## config.mk

```make
export PLATFORM = sky130hd
export DESIGN_NAME = dummy_rr_scheduler
export DESIGN_NICKNAME = d
export VERILOG_FILES = /design/src/rtl/dummy_sched_pkg.sv /design/src/rtl/dummy_rr_pick.sv /design/src/rtl/lzc.sv /design/src/rtl/dummy_rr_scheduler.sv
export SDC_FILE = /design/constraint.sdc
export NUM_CORES = 1
export LEC_CHECK = 0
export ABC_AREA = 0
export BUFFER_PORTS_ARGS = -buffer_cell sky130_fd_sc_hd__buf_4
export CAP_MARGIN = 20
export CORE_MARGIN = 5
export CORE_UTILIZATION = 55
export DETAILED_ROUTE_END_ITERATION = 12
export PLACE_DENSITY = 0.83
export SETUP_SLACK_MARGIN = 0.15
export SLEW_MARGIN = 10
export SYNTH_ARGS = -nofsm -noshare
export SYNTH_HDL_FRONTEND = slang
export SYNTH_SLANG_ARGS = --single-unit
```

## constraint.sdc

```tcl
create_clock -name clk_i -period 7.56 [get_ports clk_i]
set_clock_uncertainty 0.2 [all_clocks]
set_input_delay 0.756 -clock clk_i [delete_from_list [all_inputs] [get_ports clk_i]]
set_output_delay 0.756 -clock clk_i [all_outputs]
set_load 0.1 [all_outputs]
```

## src/rtl/dummy_sched_pkg.sv

```systemverilog
// Shared types and helpers for the dummy round-robin scheduler.
// Latency: n/a (declarations only).
// Backpressure: n/a.
package dummy_sched_pkg;

   // Batch sequencer states: waiting for a mask, or draining grants.
   typedef enum logic {
      IDLE  = 1'b0,
      GRANT = 1'b1
   } sched_state_e;

   // Index width for n requesters. This never returns less than one bit, so a
   // degenerate count still yields a legal vector width.
   function automatic int unsigned idx_width(input int unsigned n);
      return (n > 1) ? $clog2(n) : 1;
   endfunction

endpackage

```

## src/rtl/dummy_rr_pick.sv

```systemverilog
// Round-robin picker: chooses the lowest pending bit at or above rr, wrapping to 0.
// Latency: purely combinational.
// Backpressure: none; the pick follows pending and rr.
module dummy_rr_pick
   import dummy_sched_pkg::*;
#(
   parameter int unsigned NumReq    = 8,
   localparam int unsigned IdxWidth = idx_width(NumReq)
) (
   input  logic [NumReq-1:0]   pending,
   input  logic [IdxWidth-1:0] rr,
   output logic [IdxWidth-1:0] idx,
   output logic                last,
   output logic                any
);

   logic [NumReq-1:0]   hi_mask;
   logic [NumReq-1:0]   hi_pending;
   logic [NumReq-1:0]   pending_m1;
   logic [IdxWidth-1:0] hi_cnt;
   logic [IdxWidth-1:0] full_cnt;
   logic                hi_empty;
   logic                full_empty;

   // Keep only the requesters at or above the round-robin pointer.
   always_comb begin
      hi_mask = '0;
      for (int k = 0; k < NumReq; k++) begin
         hi_mask[k] = (k >= int'(rr));
      end
   end

   assign hi_pending = pending & hi_mask;

   lzc #(.WIDTH(NumReq), .MODE(1'b0)) u_lzc_hi (
      .in_i    (hi_pending),
      .cnt_o   (hi_cnt),
      .empty_o (hi_empty)
   );

   lzc #(.WIDTH(NumReq), .MODE(1'b0)) u_lzc_full (
      .in_i    (pending),
      .cnt_o   (full_cnt),
      .empty_o (full_empty)
   );

   // When nothing is pending at or above the pointer, wrap to the lowest pending bit.
   // Clearing the lowest set bit leaves zero only when exactly one bit is set.
   assign pending_m1 = pending - NumReq'(1);
   assign any        = ~full_empty;
   assign idx        = hi_empty ? full_cnt : hi_cnt;
   assign last       = any && ((pending & pending_m1) == '0);

endmodule

```

## src/rtl/lzc.sv

```systemverilog
// Trailing-zero (MODE=0) or leading-zero (MODE=1) counter over WIDTH bits.
// Latency: purely combinational.
// Backpressure: none; the count follows the input.
module lzc #(
   parameter int unsigned WIDTH     = 8,
   parameter bit          MODE      = 1'b0,
   localparam int unsigned CNT_WIDTH = dummy_sched_pkg::idx_width(WIDTH)
) (
   input  logic [WIDTH-1:0]     in_i,
   output logic [CNT_WIDTH-1:0] cnt_o,
   output logic                 empty_o
);

   // Scan toward the winning end so that the last match seen is the one reported.
   // An all-zero input reports count 0 and sets empty_o.
   always_comb begin
      cnt_o   = '0;
      empty_o = ~|in_i;
      if (MODE == 1'b0) begin
         for (int i = WIDTH - 1; i >= 0; i--) begin
            if (in_i[i]) cnt_o = CNT_WIDTH'(i);
         end
      end else begin
         for (int i = 0; i < WIDTH; i++) begin
            if (in_i[i]) cnt_o = CNT_WIDTH'(WIDTH - 1 - i);
         end
      end
   end

endmodule

```

## src/rtl/dummy_rr_scheduler.sv

```systemverilog
// Batch scheduler: takes a request mask and issues one grant index per handshake, round-robin.
// Latency: the mask is accepted at edge t and the first grant is valid in cycle t+1; each following grant takes one cycle.
// Backpressure: grants hold while gnt_ready_i is low; req_ready_o is high only in IDLE; flush_i drops the current batch.
module dummy_rr_scheduler
   import dummy_sched_pkg::*;
#(
   parameter int unsigned NumReq    = 8,
   localparam int unsigned IdxWidth = idx_width(NumReq)
) (
   input  logic                clk_i,
   input  logic                rst_ni,
   input  logic                flush_i,
   input  logic                req_valid_i,
   output logic                req_ready_o,
   input  logic [NumReq-1:0]   req_mask_i,
   output logic                gnt_valid_o,
   input  logic                gnt_ready_i,
   output logic [IdxWidth-1:0] gnt_idx_o,
   output logic                gnt_last_o,
   output logic                busy_o
);

   sched_state_e        state_q;
   logic [NumReq-1:0]   pending_q;
   logic [IdxWidth-1:0] rr_q;

   logic                pick_any;
   logic [NumReq-1:0]   gnt_onehot;
   logic [IdxWidth-1:0] rr_next;
   logic                gnt_fire;

   dummy_rr_pick #(.NumReq(NumReq)) u_pick (
      .pending (pending_q),
      .rr      (rr_q),
      .idx     (gnt_idx_o),
      .last    (gnt_last_o),
      .any     (pick_any)
   );

   // Handshake outputs are decoded directly from the state register.
   assign req_ready_o = (state_q == IDLE);
   assign gnt_valid_o = (state_q == GRANT);
   assign busy_o      = (state_q == GRANT);
   assign gnt_fire    = gnt_valid_o && gnt_ready_i;

   // The pointer moves one past the granted index and wraps at the top requester.
   assign gnt_onehot = NumReq'(1) << gnt_idx_o;
   assign rr_next    = (int'(gnt_idx_o) == NumReq - 1) ? '0 : gnt_idx_o + IdxWidth'(1);

   // Sequencer state: reset, flush, then batch acceptance or grant retirement.
   // The pointer survives flushes and batch ends so that fairness carries across batches.
   always_ff @(posedge clk_i) begin
      if (!rst_ni) begin
         state_q   <= IDLE;
         pending_q <= '0;
         rr_q      <= '0;
      end else if (flush_i) begin
         state_q   <= IDLE;
         pending_q <= '0;
      end else begin
         case (state_q)
            IDLE: begin
               if (req_valid_i) begin
                  pending_q <= req_mask_i;
                  if (|req_mask_i) state_q <= GRANT;
               end
            end
            GRANT: begin
               if (!pick_any) begin
                  state_q <= IDLE;
               end else if (gnt_fire) begin
                  pending_q <= pending_q & ~gnt_onehot;
                  rr_q      <= rr_next;
                  if (gnt_last_o) state_q <= IDLE;
               end
            end
            default: state_q <= IDLE;
         endcase
      end
   end

   // While a grant is stalled without a flush, the offered index must not move.
   a_gnt_stable: assert property (@(posedge clk_i) disable iff (!rst_ni)
      (gnt_valid_o && !gnt_ready_i && !flush_i) |=> $stable(gnt_idx_o));

   // A grant is only ever offered with work still pending.
   a_gnt_has_work: assert property (@(posedge clk_i) disable iff (!rst_ni)
      gnt_valid_o |-> (pending_q != '0));

endmodule
```

### Word level (Yosys, flattened, before mapping)

Cells that the tools add are included.

| storage, ports and cells | value |
|---|---|
| bits in registers | 12 |
| output and inout bits | 7 |
| word-level logic and storage cells | 61 |

| operators by class | value |
|---|---|
| add/subtract/negate cells | 2 |
| $lt $le $gt $ge | 7 |
| eq/ne operators | 4 |
| shifts and indexed selects | 1 |
| multiplexer cells | 28 |
| bitwise gates (word level) | 7 |
| reductions and logical operators | 9 |

Operator list:

| cell | count |
|---|---|
| 3-bit 2-to-1 mux | 18 |
| 8-bit AND | 3 |
| 8-bit 2-to-1 mux | 3 |
| 8-bit OR reduction | 3 |
| 8-bit one-hot mux with 2 select lines | 1 |
| 3-bit >= comparator, first input constant | 3 |
| 8-bit zero test | 1 |
| 8-bit NOT | 1 |
| 1-bit by 3-bit << shifter with 8-bit output, first input constant | 1 |
| 8-bit by 1-bit subtractor with 8-bit output, second input constant | 1 |
| 1-bit by 3-bit >= comparator with 1-bit output, first input constant | 2 |
| 2-bit by 3-bit >= comparator with 1-bit output, first input constant | 2 |
| 1-bit 2-to-1 mux | 5 |
| 2-bit by 1-bit inequality test with 1-bit output, second input constant | 2 |
| 4-bit AND reduction | 1 |
| 3-bit by 1-bit adder with 3-bit output, second input constant | 1 |
| 3-bit == test, second input constant | 1 |
| 1-bit NOT | 3 |
| 3-bit AND reduction | 1 |
| 1-bit logical AND | 2 |
| 2-bit inequality test, second input constant | 1 |
| 1-bit one-hot mux with 2 select lines | 1 |
| 2-bit OR reduction | 1 |

### Longest topological paths before layout

| depth | value |
|---|---|
| depth after elaboration | 17 |
| mapped depth | 11 |
| depth with buffers taken out | 10 |

### By module

From an unflattened synthesis, not the netlist that was laid out.

| unflattened totals | value |
|---|---|
| cells, all modules | 134 |
| area total of the unflattened synthesis | 1016.0 µm² |

By module, submodules not included:

| module | times used | cells an instance | area each (µm²) | seq. area each (µm²) |
|---|---|---|---|---|
| dummy_rr_scheduler | 1 | 80 | 669.4 | 240.2 |
| dummy_rr_pick | 1 | 24 | 176.4 | 0.0 |
| lzc | 2 | 15 | 85.1 | 0.0 |

### Worst setup path after synthesis

No wires, ideal clock.

| timing | value |
|---|---|
| path kind | register -> output |
| start | register pending_q[5] |
| end | output gnt_last_o |
| data arrival time | 2.571 ns |
| data required time | 6.604 ns |
| setup slack | 4.033 ns |
| cell stages (with the launch flop) | 6 |
| path through | dfxtp_1 -> buf_2 -> nor3_1 -> nor4b_1 -> a31oi_1 -> a21oi_1 |

| between the ends | value |
|---|---|
| longest elaborated chain between the ends | 4 |
| elaborated cells on any way between the ends | 5 |
| classes of those cells | add/sub: 1; bitwise: 1; reduce/logical: 3 |

RTL lines:

| element | RTL line | source |
|---|---|---|
| start: declaration | dummy_rr_scheduler.sv:24 | `logic [NumReq-1:0] pending_q;` |
| start signal: assignment | dummy_rr_scheduler.sv:64 | `pending_q <= req_mask_i;` |
| start signal: assignment | dummy_rr_scheduler.sv:72 | `pending_q <= pending_q & ~gnt_onehot;` |
| 8-bit by 1-bit subtractor with 8-bit output | dummy_rr_pick.sv:49 | `assign pending_m1 = pending - NumReq'(1);` |
| 8-bit AND | dummy_rr_pick.sv:52 | `assign last = any && ((pending & pending_m1) == '0);` |
| 8-bit zero test | dummy_rr_pick.sv:52 |  |
| 1-bit logical AND (*) | dummy_rr_pick.sv:52 |  |
| end: declaration | dummy_rr_scheduler.sv:19 | `output logic gnt_last_o,` |

Every way passes the cells marked *; elsewhere a longest branch is shown, timed or not.

### Worst setup path after layout

| timing | value |
|---|---|
| start | register rr_q[2] |
| end | output gnt_idx_o[0] |

| between the ends | value |
|---|---|
| longest elaborated chain between the ends | 10 |
| elaborated cells on any way between the ends | 17 |
| classes of those cells | order compare: 7; mux: 8; bitwise: 1; reduce/logical: 1 |

RTL lines:

| element | RTL line | source |
|---|---|---|
| start: declaration | dummy_rr_scheduler.sv:25 | `logic [IdxWidth-1:0] rr_q;` |
| start signal: assignment | dummy_rr_scheduler.sv:73 | `rr_q <= rr_next;` |
| 3-bit >= comparator | dummy_rr_pick.sv:29 | `hi_mask[k] = (k >= int'(rr));` |
| 8-bit AND (*) | dummy_rr_pick.sv:33 | `assign hi_pending = pending & hi_mask;` |
| 3-bit 2-to-1 mux (7 in a row) | lzc.sv:21 | `if (in_i[i]) cnt_o = CNT_WIDTH'(i);` |
| 3-bit 2-to-1 mux (*) | dummy_rr_pick.sv:51 | `assign idx = hi_empty ? full_cnt : hi_cnt;` |
| end: declaration | dummy_rr_scheduler.sv:18 | `output logic [IdxWidth-1:0] gnt_idx_o,` |

Marked as above.

==> impl_metrics.json <==
{
  "worstPathRequired_ns": 6.60,
  "cts.sinks": 12,
  "die_area_mm2": 0.00301,
  "setup_viol": 0,
  "cts_hold_buf": 0,
  "combPwrFrac": 0.466,
  "ys_types": 47,
  "grt.overflow.total": 0,
  "ant_nets": 0,
  "synthTopCellsByArea": "dfxtp_1, ha_1, nand2_1",
  "grt_max_degree": 14,
  "worstMarginPinSlew_ns": 0.478,
  "crit_chain": "a2bb2oi_1 > a221o_1 > a211o_1 > a2bb2oi_2 > inv_1 > buf_4",
  "grt_pass1_wl_um": 4400,
  "end_kind": "primary output",
  "cts_tree": "done",
  "die_w_um": 54.8,
  "avgSynthCellArea_um2": 8.12,
  "holdWs_ns": 0.389,
  "wl_um": 2650,
  "ys.flop_type": "dfxtp_1",
  "cp_num_buf_inv": 2,
  "synth_top_area_share": 0.217,
  "io_pins": 20,
  "cpMaxStageDelayCell": "dfxtp_1",
  "rows": 16,
  "synth_edf_count": 0,
  "status": "finished clean",
  "synth_cells": 136,
  "ys_seq_area_frac": 0.217,
  "clkPwrFrac": 0.187,
  "portBuffers": 19,
  "clkLatencyLatePin_ns": 0.27,
  "p_seq_frac": 0.348,
  "synthArstFlopShare": 0,
  "cts-htree-levels": 1,
  "min_path_type": "reg2reg",
  "drcViolationCount": 0,
  "wl_per_cell_um": 15.3,
  "intPower_mw": 0.113,
  "finalCriticalPeriod_ns": 3.15,
  "synth_area_mm2": 0.00110,
  "cts_root_buf": "clkbuf_4",
  "clk_pin_slew_worst_paths_ns": 0.06,
  "slew_headroom": 0.681,
  "finalHoldViolCount": 0,
  "yosysWarningCount": 0,
  "slowest_delay_ns": 0.57,
  "yosysTopAreaCell": "dfxtp_1",
  "final_area_mm2": 0.00122,
  "die_h_um": 54.8,
  "area_growth_pct": 10.6,
  "synthesis.nets": 155,
  "fin_crit_sh": 0.417,
  "first_iter_violations": 51,
  "critPathLaunchType": "flop",
  "numCtsBuffers": 3,
  "tns_ns": 0,
  "antenna_found_initial": 0,
  "rsz0062_at_grt": "no",
  "core-area_mm2": 0.00194,
  "gp_congestion": 0.926,
  "grt_pass1_vias": 985,
  "dp_hpwl_um": 2060,
  "drtPass1Iterations": 4,
  "cp_max_fo": 13,
  "drv_slew": 0,
  "crit_family": "compound AO/OA/AOI/OAI gates",
  "p_sw_mw": 0.0891,
  "ir_drop_mv": 0.148,
  "critPathKind": "reg2out",
  "p_per_area_mw_per_mm2": 165,
  "cap_violations": 0,
  "final_nets": 167,
  "clockBufferDepth": 2,
  "final_common_cell": "buf_4",
  "switching_share": 0.441,
  "vias_per_cell": 6.18,
  "synth_seq_cells": 12,
  "drive_gt1_frac": 0.226,
  "post-cts-setup-buffer-count": 0,
  "num_antenna_cells": 0,
  "cts_resized": 0,
  "worstPathArrival_ns": 2.19,
  "vias": 1070,
  "grt_usage": 0.204,
  "leakagePower_nw": 0.493,
  "final_util": 0.630,
  "mostFrequentLayoutCells": "buf_4, nand2_1, nor2_1, dfxtp_1, a21oi_1",
  "start_util": 0.569,
  "placed_area_mm2": 0.00120,
  "max_clock_freq_mhz": 317
}
area by class of cell:
class                      instances  area [µm²]
tap                               27        33.8
clock buffer                       3        22.5
multi-input combinational        107         764
inverter                           5        18.8
timing repair buffer              19         143
sequential                        12         240
fill                             176         719
tightest hold or removal path, cell delays in order (launching register included):
cell and delay [ns]:
dfxtp_1 0.38, nand2_1 0.10, o2bb2ai_1 0.06
per-layer routing:
layer | GRT usage | wire [µm] | vias to the layer above
li1 | - | - | 522
met1 | 0.252 | 1110 | 497
met2 | 0.343 | 1320 | 43
met3 | 0.0327 | 164 | 8
met4 | 0.0954 | 61 | 0
met5 | 0 | 0 | -
logic make-up after synthesis:
logic type / Yosys count / synth area share
and+or+nand+nor: 56 / 0.276
AOI/OAI and AO/OA: 43 / 0.331
buffers and inverters: 17 / 0.0906
DFF: 12 / 0.217
adders and majority gates: 6 / 0.0679
xor gates and xnor gates: 1 / 0.00793
muxes: 1 / 0.00906
final timing paths:
| kind | startpoint | endpoint | slack [ns] | depth (start not counted) |
|---|---|---|---|---|
| worst max register to register | pending_q[6] | pending_q[3] | 4.76 | 10 |
| worst max-delay path | rr_q[2] | gnt_idx_o[0] | 4.41 | 6 |
| worst min register to register | rr_q[0] | rr_q[0] | 0.39 | 2 |
| worst min-delay path | rr_q[0] | rr_q[0] | 0.39 | 2 |
through the flow:
step	setup slack, ns	total power [mW]	cells
after CTS	4.43	0.202	173
after global placement	4.79	0.164	170
after detailed placement	4.73	0.165	170
after global routing	4.29	0.213	173
final	4.41	0.202	173
after floorplan	4.03	0.145	136
power by group through the flow:
stage | clock, mW | sequential [mW] | combinational [mW]
after CTS | 0.0383 | 0.0701 | 0.0939
after global placement | 0 | 0.0715 | 0.0922
after detailed placement | 0 | 0.0716 | 0.0934
after floorplan | 0 | 0.0698 | 0.0747
final | 0.0377 | 0.0703 | 0.0941
after global routing | 0.0427 | 0.0708 | 0.0992
Yosys cell counts, types with 2 or more instances:
cell type  number
a21oi_1         7
a31oi_1         2
o21ai_0         5
nor3_1          4
nor2_1         12
buf_4           2
buf_6           3
nand2b_1        2
ha_1            6
a221oi_2        3
nand3b_1        2
dfxtp_1        12
a221o_1         5
nor2b_1         5
a21oi_2         3
nand2_1        17
nor4_1          2
buf_2           5
clkbuf_1        2
inv_1           5
o211a_1         2
and2_1          2
a211oi_1        2
nand3_1         3
sequential cells by signal (all words and copies together) (netlist names):
signal and count:
busy_o 1, pending_q 8, rr_q 3
(Power assumes the default switching activity.)
